$ cat config.mk
export PLATFORM = sky130hd
export DESIGN_NAME = ram_dump_streamer_flat
export DESIGN_NICKNAME = d
export VERILOG_FILES = /design/src/rtl/ram_dump_streamer_if.sv /design/src/rtl/ram_dump_streamer.sv /design/src/flat_wrapper.sv
export SDC_FILE = /design/constraint.sdc
export NUM_CORES = 1
export LEC_CHECK = 0
export ABC_AREA = 1
export ABC_CLOCK_PERIOD_IN_PS = 1440
export CORE_MARGIN = 2
export CORE_UTILIZATION = 40
export DETAILED_ROUTE_END_ITERATION = 10
export GPL_ROUTABILITY_DRIVEN = 0
export GPL_TIMING_DRIVEN = 0
export PLACE_DENSITY = 0.74
export SYNTH_ARGS = -nofsm -noshare
export SYNTH_HDL_FRONTEND = slang
export SYNTH_SLANG_ARGS = --single-unit
$ cat constraint.sdc
create_clock -name clk_i -period 1.44 [get_ports clk_i]
set_input_delay 0.288 -clock clk_i [delete_from_list [all_inputs] [get_ports clk_i]]
set_output_delay 0.288 -clock clk_i [all_outputs]
set_load 0.005 [all_outputs]
$ cat src/rtl/ram_dump_streamer_if.sv
// rtl/ram_dump_streamer_if.sv - RAM read port and dump stream bundle for ram_dump_streamer
//
// Purpose: groups the synchronous RAM read port and the valid/ready word
// stream into one bundle.
//
// Signals:
//   ram_addr  [ADDR_WIDTH] streamer -> RAM    read address
//   ram_rd                 streamer -> RAM    read strobe; data one cycle later
//   ram_rdata [16]         RAM -> streamer    read data
//   out_valid              streamer -> sink   stream word valid
//   out_ready              sink -> streamer   sink accepts word
//   out_data  [16]         streamer -> sink   streamed RAM word
//   out_addr  [ADDR_WIDTH] streamer -> sink   RAM address of out_data
//   out_last               streamer -> sink   final word of the dump
//
// Modports: master = streamer side, slave = RAM/sink side.

interface ram_dump_streamer_if #(
  parameter int unsigned ADDR_WIDTH = 15
);
  logic [ADDR_WIDTH-1:0] ram_addr;
  logic                  ram_rd;
  logic [15:0]           ram_rdata;
  logic                  out_valid;
  logic                  out_ready;
  logic [15:0]           out_data;
  logic [ADDR_WIDTH-1:0] out_addr;
  logic                  out_last;

  modport master (
    output ram_addr,
    output ram_rd,
    input  ram_rdata,
    output out_valid,
    input  out_ready,
    output out_data,
    output out_addr,
    output out_last
  );

  modport slave (
    input  ram_addr,
    input  ram_rd,
    output ram_rdata,
    input  out_valid,
    output out_ready,
    input  out_data,
    input  out_addr,
    input  out_last
  );
endinterface

$ cat src/rtl/ram_dump_streamer.sv
// rtl/ram_dump_streamer.sv - streams a RAM window over valid/ready once the computer halts
//
// Purpose: when ended_i is seen high in IDLE, walks DUMP_LEN words starting
// at BASE_ADDR (wrapping modulo 2^ADDR_WIDTH). It does one synchronous RAM
// read per word and presents each word with its address on a valid/ready
// stream. After the last word it parks in DONE until reset.
//
// Ports:
//   clk_i    in   system clock, rising edge
//   reset_i  in   asynchronous active-low reset
//   ended_i  in   computer halt flag, level-sensed start trigger
//   busy_o   out  dump in progress
//   done_o   out  dump complete, sticky until reset
//   dump_if  master modport: RAM read port and output word stream

module ram_dump_streamer #(
  parameter int unsigned BASE_ADDR  = 0,
  parameter int unsigned DUMP_LEN   = 32,
  parameter int unsigned ADDR_WIDTH = 15
) (
  input  logic                clk_i,
  input  logic                reset_i,
  input  logic                ended_i,
  output logic                busy_o,
  output logic                done_o,
  ram_dump_streamer_if.master dump_if
);

  // One extra bit so a full 2^ADDR_WIDTH word dump can be counted.
  localparam int unsigned           CNT_W    = ADDR_WIDTH + 1;
  localparam logic [ADDR_WIDTH-1:0] BASE     = ADDR_WIDTH'(BASE_ADDR);
  localparam logic [CNT_W-1:0]      LAST_IDX = CNT_W'(DUMP_LEN - 1);
  localparam bit                    EMPTY    = (DUMP_LEN == 0);

  typedef enum logic [2:0] {
    S_IDLE,
    S_ISSUE,
    S_WAIT,
    S_VALID,
    S_DONE
  } state_e;

  state_e                state_q, state_d;
  logic [ADDR_WIDTH-1:0] ptr_q, ptr_d;
  logic [CNT_W-1:0]      cnt_q, cnt_d;
  logic [ADDR_WIDTH-1:0] ram_addr_q, ram_addr_d;
  logic                  ram_rd_q, ram_rd_d;
  logic                  out_valid_q, out_valid_d;
  logic [15:0]           out_data_q, out_data_d;
  logic [ADDR_WIDTH-1:0] out_addr_q, out_addr_d;
  logic                  out_last_q, out_last_d;
  logic                  busy_q, busy_d;
  logic                  done_q, done_d;

  // All outputs are registered. The next-state logic sets each output for
  // the state being entered, so every output lines up with state_q.
  always_comb begin
    state_d     = state_q;
    ptr_d       = ptr_q;
    cnt_d       = cnt_q;
    ram_addr_d  = ram_addr_q;
    ram_rd_d    = 1'b0;
    out_valid_d = out_valid_q;
    out_data_d  = out_data_q;
    out_addr_d  = out_addr_q;
    out_last_d  = out_last_q;
    busy_d      = busy_q;
    done_d      = done_q;

    case (state_q)
      S_IDLE: begin
        if (ended_i) begin
          if (EMPTY) begin
            state_d = S_DONE;
            done_d  = 1'b1;
          end else begin
            state_d    = S_ISSUE;
            ram_rd_d   = 1'b1;
            ram_addr_d = ptr_q;
            busy_d     = 1'b1;
          end
        end
      end

      S_ISSUE: begin
        state_d = S_WAIT;
      end

      // The read issued in ISSUE returns during this cycle.
      S_WAIT: begin
        out_data_d  = dump_if.ram_rdata;
        out_addr_d  = ptr_q;
        out_last_d  = (cnt_q == LAST_IDX);
        out_valid_d = 1'b1;
        state_d     = S_VALID;
      end

      S_VALID: begin
        if (dump_if.out_ready) begin
          out_valid_d = 1'b0;
          if (out_last_q) begin
            out_last_d = 1'b0;
            busy_d     = 1'b0;
            done_d     = 1'b1;
            state_d    = S_DONE;
          end else begin
            // Natural wrap at the top of the address space.
            ptr_d      = ptr_q + ADDR_WIDTH'(1);
            cnt_d      = cnt_q + CNT_W'(1);
            ram_addr_d = ptr_q + ADDR_WIDTH'(1);
            ram_rd_d   = 1'b1;
            state_d    = S_ISSUE;
          end
        end
      end

      // Terminal until reset; ended_i is ignored.
      S_DONE: begin
      end

      default: begin
        state_d = S_IDLE;
      end
    endcase
  end

  always_ff @(posedge clk_i or negedge reset_i) begin
    if (!reset_i) begin
      state_q     <= S_IDLE;
      ptr_q       <= BASE;
      cnt_q       <= '0;
      ram_addr_q  <= '0;
      ram_rd_q    <= 1'b0;
      out_valid_q <= 1'b0;
      out_data_q  <= '0;
      out_addr_q  <= '0;
      out_last_q  <= 1'b0;
      busy_q      <= 1'b0;
      done_q      <= 1'b0;
    end else begin
      state_q     <= state_d;
      ptr_q       <= ptr_d;
      cnt_q       <= cnt_d;
      ram_addr_q  <= ram_addr_d;
      ram_rd_q    <= ram_rd_d;
      out_valid_q <= out_valid_d;
      out_data_q  <= out_data_d;
      out_addr_q  <= out_addr_d;
      out_last_q  <= out_last_d;
      busy_q      <= busy_d;
      done_q      <= done_d;
    end
  end

  assign dump_if.ram_addr  = ram_addr_q;
  assign dump_if.ram_rd    = ram_rd_q;
  assign dump_if.out_valid = out_valid_q;
  assign dump_if.out_data  = out_data_q;
  assign dump_if.out_addr  = out_addr_q;
  assign dump_if.out_last  = out_last_q;
  assign busy_o            = busy_q;
  assign done_o            = done_q;

endmodule

$ cat src/flat_wrapper.sv
// flat-port wrapper written by rule: the top's interface ports become plain ports
module ram_dump_streamer_flat 
#(
  parameter int unsigned BASE_ADDR  = 0,
  parameter int unsigned DUMP_LEN   = 32,
  parameter int unsigned ADDR_WIDTH = 15
)
  (clk_i, reset_i, ended_i, busy_o, done_o, dump_if_ram_addr, dump_if_ram_rd, dump_if_ram_rdata, dump_if_out_valid, dump_if_out_ready, dump_if_out_data, dump_if_out_addr, dump_if_out_last);
  ram_dump_streamer_if #(.ADDR_WIDTH(ADDR_WIDTH)) dump_if_i ();
  input  logic clk_i;
  input  logic reset_i;
  input  logic ended_i;
  output logic busy_o;
  output logic done_o;
  output wire logic [$bits(dump_if_i.ram_addr)-1:0] dump_if_ram_addr;
  output wire logic [$bits(dump_if_i.ram_rd)-1:0] dump_if_ram_rd;
  input wire logic [$bits(dump_if_i.ram_rdata)-1:0] dump_if_ram_rdata;
  output wire logic [$bits(dump_if_i.out_valid)-1:0] dump_if_out_valid;
  input wire logic [$bits(dump_if_i.out_ready)-1:0] dump_if_out_ready;
  output wire logic [$bits(dump_if_i.out_data)-1:0] dump_if_out_data;
  output wire logic [$bits(dump_if_i.out_addr)-1:0] dump_if_out_addr;
  output wire logic [$bits(dump_if_i.out_last)-1:0] dump_if_out_last;
  assign dump_if_ram_addr = dump_if_i.ram_addr;
  assign dump_if_ram_rd = dump_if_i.ram_rd;
  assign dump_if_i.ram_rdata = dump_if_ram_rdata;
  assign dump_if_out_valid = dump_if_i.out_valid;
  assign dump_if_i.out_ready = dump_if_out_ready;
  assign dump_if_out_data = dump_if_i.out_data;
  assign dump_if_out_addr = dump_if_i.out_addr;
  assign dump_if_out_last = dump_if_i.out_last;
  ram_dump_streamer #(.BASE_ADDR(BASE_ADDR), .DUMP_LEN(DUMP_LEN), .ADDR_WIDTH(ADDR_WIDTH)) u_core (.clk_i(clk_i), .reset_i(reset_i), .ended_i(ended_i), .busy_o(busy_o), .done_o(done_o), .dump_if(dump_if_i));
endmodule
==> impl_metrics.env <==
export IMPL_status="complete, but fails checks"
export IMPL_violations="setup timing"
export IMPL_syn_nets=510
export IMPL_grt_max_degree=66
export IMPL_diodes=0
export IMPL_cts_buffers=9
export IMPL_power_frac_comb_pct=51.1
export IMPL_antenna_found_initial=0
export IMPL_maxSlewViolCount=0
export IMPL_fp_row_count=36
export IMPL_hold_violations=0
export IMPL_numPortBuffers=70
export IMPL_wl_per_cell_um=14.5
export IMPL_worst_path_max_fanout=4
export IMPL_use_met2_pct=31.5
export IMPL_critPathKind="flop to flop"
export IMPL_hp_class="input pin to async pin"
export IMPL_cts_root_buf="clkbuf_8"
export IMPL_setup_worst_path_end_class="flop"
export IMPL_yosysUniqueCellTypes=28
export IMPL_htreeDepth=3
export IMPL_power_frac_seq_pct=34.4
export IMPL_fmax_mhz=682
export IMPL_crit_path_start_kind="flop"
export IMPL_final_cell_mix="nand2_1, dfrtp_1, dlygate4sd2_1, inv_1, nor2_1"
export IMPL_layout_setup_ws_ns=-0.0257
export IMPL_clock_sinks=85
export IMPL_via_per_inst=5.07
export IMPL_intPower_mw=6.91
export IMPL_yosysSeqAreaShare_pct=53.5
export IMPL_drt_wl_total_um=10800
export IMPL_synth_seq_cells=85
export IMPL_fp_coreArea_sq_um=9730
export IMPL_r2r_setup_slack_ns=-0.03
export IMPL_pin_count=71
export IMPL_p_leak_nw=2.77
export IMPL_fp_dieW_um=104
export IMPL_final_common_cell="nand2_1"
export IMPL_avgSynthCellArea_sq_um=8.15
export IMPL_grt_pass1_vias=3481
export IMPL_grt_util_met3_pct=3.96
export IMPL_slew_headroom_pct=78.4
export IMPL_drt_initial_drc_count=200
export IMPL_worst_slew_pin_slew_ns=0.320
export IMPL_whs_ns=0.345
export IMPL_r2r_end="u_core.dump_if.ram_addr[10]$_DFFE_PN0P_"
export IMPL_peakVddDrop_mv=0.817
export IMPL_fill_cells=867
export IMPL_start_util_pct=40.9
export IMPL_worstPathArrival_ns=1.73
export IMPL_finClkSkew_ns=0.00869
export IMPL_p_sw_share_pct=39.8
export IMPL_p_per_area_nw_per_um2=2000
export IMPL_yosysWarnings=0
export IMPL_drive_above_1_share_pct=23.2
export IMPL_nets=628
export IMPL_num_vias=3774
export IMPL_drtAntennaViolNets=0
export IMPL_timing_rr_start="u_core.ptr_q[0]$_DFFE_PN0P_"
export IMPL_grt_pass1_wl_um=16400
export IMPL_firstDrtPassIters=5
export IMPL_fin_crit_sh_pct=102
export IMPL_dpl_hpwl_um=6730
export IMPL_grt_overflow_total=0
export IMPL_postSynthCellCount=488
export IMPL_timing_reg2reg_worst_path_depth=8
export IMPL_top_usage_layer="met2"
export IMPL_clock_latency_ns=0.37
export IMPL_p_total_mw=11.5
export IMPL_setup_violations=5
export IMPL_tns_ns=-0.0605
export IMPL_die_area_sq_um=10800
export IMPL_final_min_clock_period_ns=1.47
export IMPL_synth_area_sq_um=3980
export IMPL_cp_data_required_time_ns=1.70
export IMPL_groute_usage_overall_pct=19.0
export IMPL_clk_pin_slew_worst_paths_ns=0.09
export IMPL_drc_errors=0
export IMPL_rsz0062_at_grt="true"
export IMPL_cap_violations=0
export IMPL_area_growth_pct=44.5
export IMPL_dieHeight_um=104
export IMPL_p_sw_mw=4.57
export IMPL_grt_use_met1_pct=24.2
export IMPL_cts_buffer_depth=2
export IMPL_tritoncts="yes"
export IMPL_clkPwrFrac_pct=14.5
## power by group through the flow
stage / sequential, mW / clock (mW) / combinational (mW)
final: 3.95 / 1.67 / 5.86
after global routing: 4.07 / 1.82 / 6.40
after CTS: 3.83 / 1.69 / 4.36
after detailed placement: 3.92 / 0 / 4.34
after global placement: 3.89 / 0 / 4.22
after floorplan: 3.87 / 0 / 2.28
## Yosys cell counts
master | n | share of area, %
o21bai_1 | 1 | 0.19
inv_2 | 3 | 0.28
clkbuf_1 | 4 | 0.38
nand3_1 | 34 | 4.3
buf_4 | 2 | 0.38
xor2_1 | 11 | 2.4
ha_1 | 2 | 0.63
dfrtp_1 | 85 | 53
o21ai_1 | 4 | 0.50
xnor2_1 | 4 | 0.88
nor3_1 | 2 | 0.25
nand2_2 | 2 | 0.31
nor2_4 | 2 | 0.57
nand2_4 | 1 | 0.28
o31ai_1 | 1 | 0.19
nor4_1 | 1 | 0.16
a31oi_1 | 5 | 0.79
buf_6 | 3 | 0.85
nor2_1 | 41 | 3.9
buf_2 | 8 | 1.0
nor2_2 | 3 | 0.47
a21oi_1 | 11 | 1.4
o21ai_0 | 35 | 4.4
nand2_1 | 173 | 16
inv_1 | 37 | 3.5
nand3b_1 | 1 | 0.19
a21oi_2 | 2 | 0.44
nand4_1 | 10 | 1.6
## through the flow
step                      util, %  cells  worst slack (ns)  instance area (sq um)
after floorplan                 -    488            0.0570                   3980
after global routing         59.1    744            -0.102                   5750
after detailed placement     50.0    692            -0.361                   4870
after global placement       49.8    691             -2.93                   4840
final                        59.1    744           -0.0257                   5750
after CTS                    53.3    727           -0.0944                   5180
## worst max-delay path by stage
| stage | depth (start not counted) | slack, ns | from | to |
|---|---|---|---|---|
| 2_1_floorplan | 8 | 0.06 | u_core.state_q[2]$_DFFE_PN0P_ | u_core.dump_if.out_data[10]$_DFFE_PN0P_ |
| 3_3_place_gp | 1 | -2.93 | reset_i | u_core.dump_if.out_data[14]$_DFFE_PN0P_ |
| 3_5_place_dp | 10 | -0.36 | dump_if_out_ready | u_core.dump_if.ram_addr[0]$_DFFE_PN0P_ |
| 4_1_cts | 8 | -0.09 | u_core.ptr_q[1]$_DFFE_PN0P_ | u_core.dump_if.ram_addr[10]$_DFFE_PN0P_ |
| 5_1_grt | 8 | -0.10 | u_core.ptr_q[0]$_DFFE_PN0P_ | u_core.dump_if.ram_addr[10]$_DFFE_PN0P_ |
| 6_report | 8 | -0.03 | u_core.ptr_q[0]$_DFFE_PN0P_ | u_core.dump_if.ram_addr[10]$_DFFE_PN0P_ |
## routing by layer
metal | vias up | part of all wire, %
met5 | - | 0
li1 | 1793 | -
met4 | 0 | 1.9
met2 | 129 | 52
met3 | 21 | 5.6
met1 | 1831 | 41
## critical path, stage by stage, from the launching register on
cell and delay, ns:
dfrtp_1 0.44, ha_4 0.18, nand2_4 0.06, nor2_4 0.16
nand2_2 0.07, o21bai_1 0.19, nand3_1 0.12, nand2_2 0.09
nand2_1 0.05
## flip-flops by register name, summed over array words and instances, names as in the netlist
register,cells
u_core.cnt_q,16
u_core.dump_if.out_data,16
u_core.dump_if.out_addr,15
u_core.dump_if.ram_addr,15
u_core.ptr_q,15
u_core.state_q,3
u_core.busy_o,1
u_core.done_o,1
u_core.dump_if.out_last,1
u_core.dump_if.out_valid,1
u_core.dump_if.ram_rd,1
## repair_timing
action                                  4_1_cts  5_1_grt
endpoints found under the hold margin        20        0
endpoints found under the setup margin      104       73
hold buffers                                  1        0
setup buffers                                19       11
pin swaps                                     2       23
resized for setup                            65      116
gates cloned                                  0        6
## area by class of cell
| type | count | area (sq um) | area share (%) |
|---|---|---|---|
| Multi-Input combinational cell | 347 | 1850 | 32.1 |
| Inverter | 40 | 160 | 2.79 |
| Timing Repair Buffer | 107 | 1030 | 18.0 |
| Buffer | 16 | 213 | 3.70 |
| Clock inverter | 5 | 42.5 | 0.740 |
| Clock buffer | 11 | 151 | 2.63 |
| Sequential cell | 85 | 2130 | 37.1 |
| Tap cell | 133 | 166 | 2.90 |
## cell families after synthesis
family	synth area share [%]
adder cells (fa/ha/maj)	0.629
AND/OR/NAND/NOR	28.3
flip-flops	53.5
XOR/XNOR	3.30
buffers and inverters	6.39
AO/OA/AOI/OAI	7.90
Power figures use the tool's default switching activity.
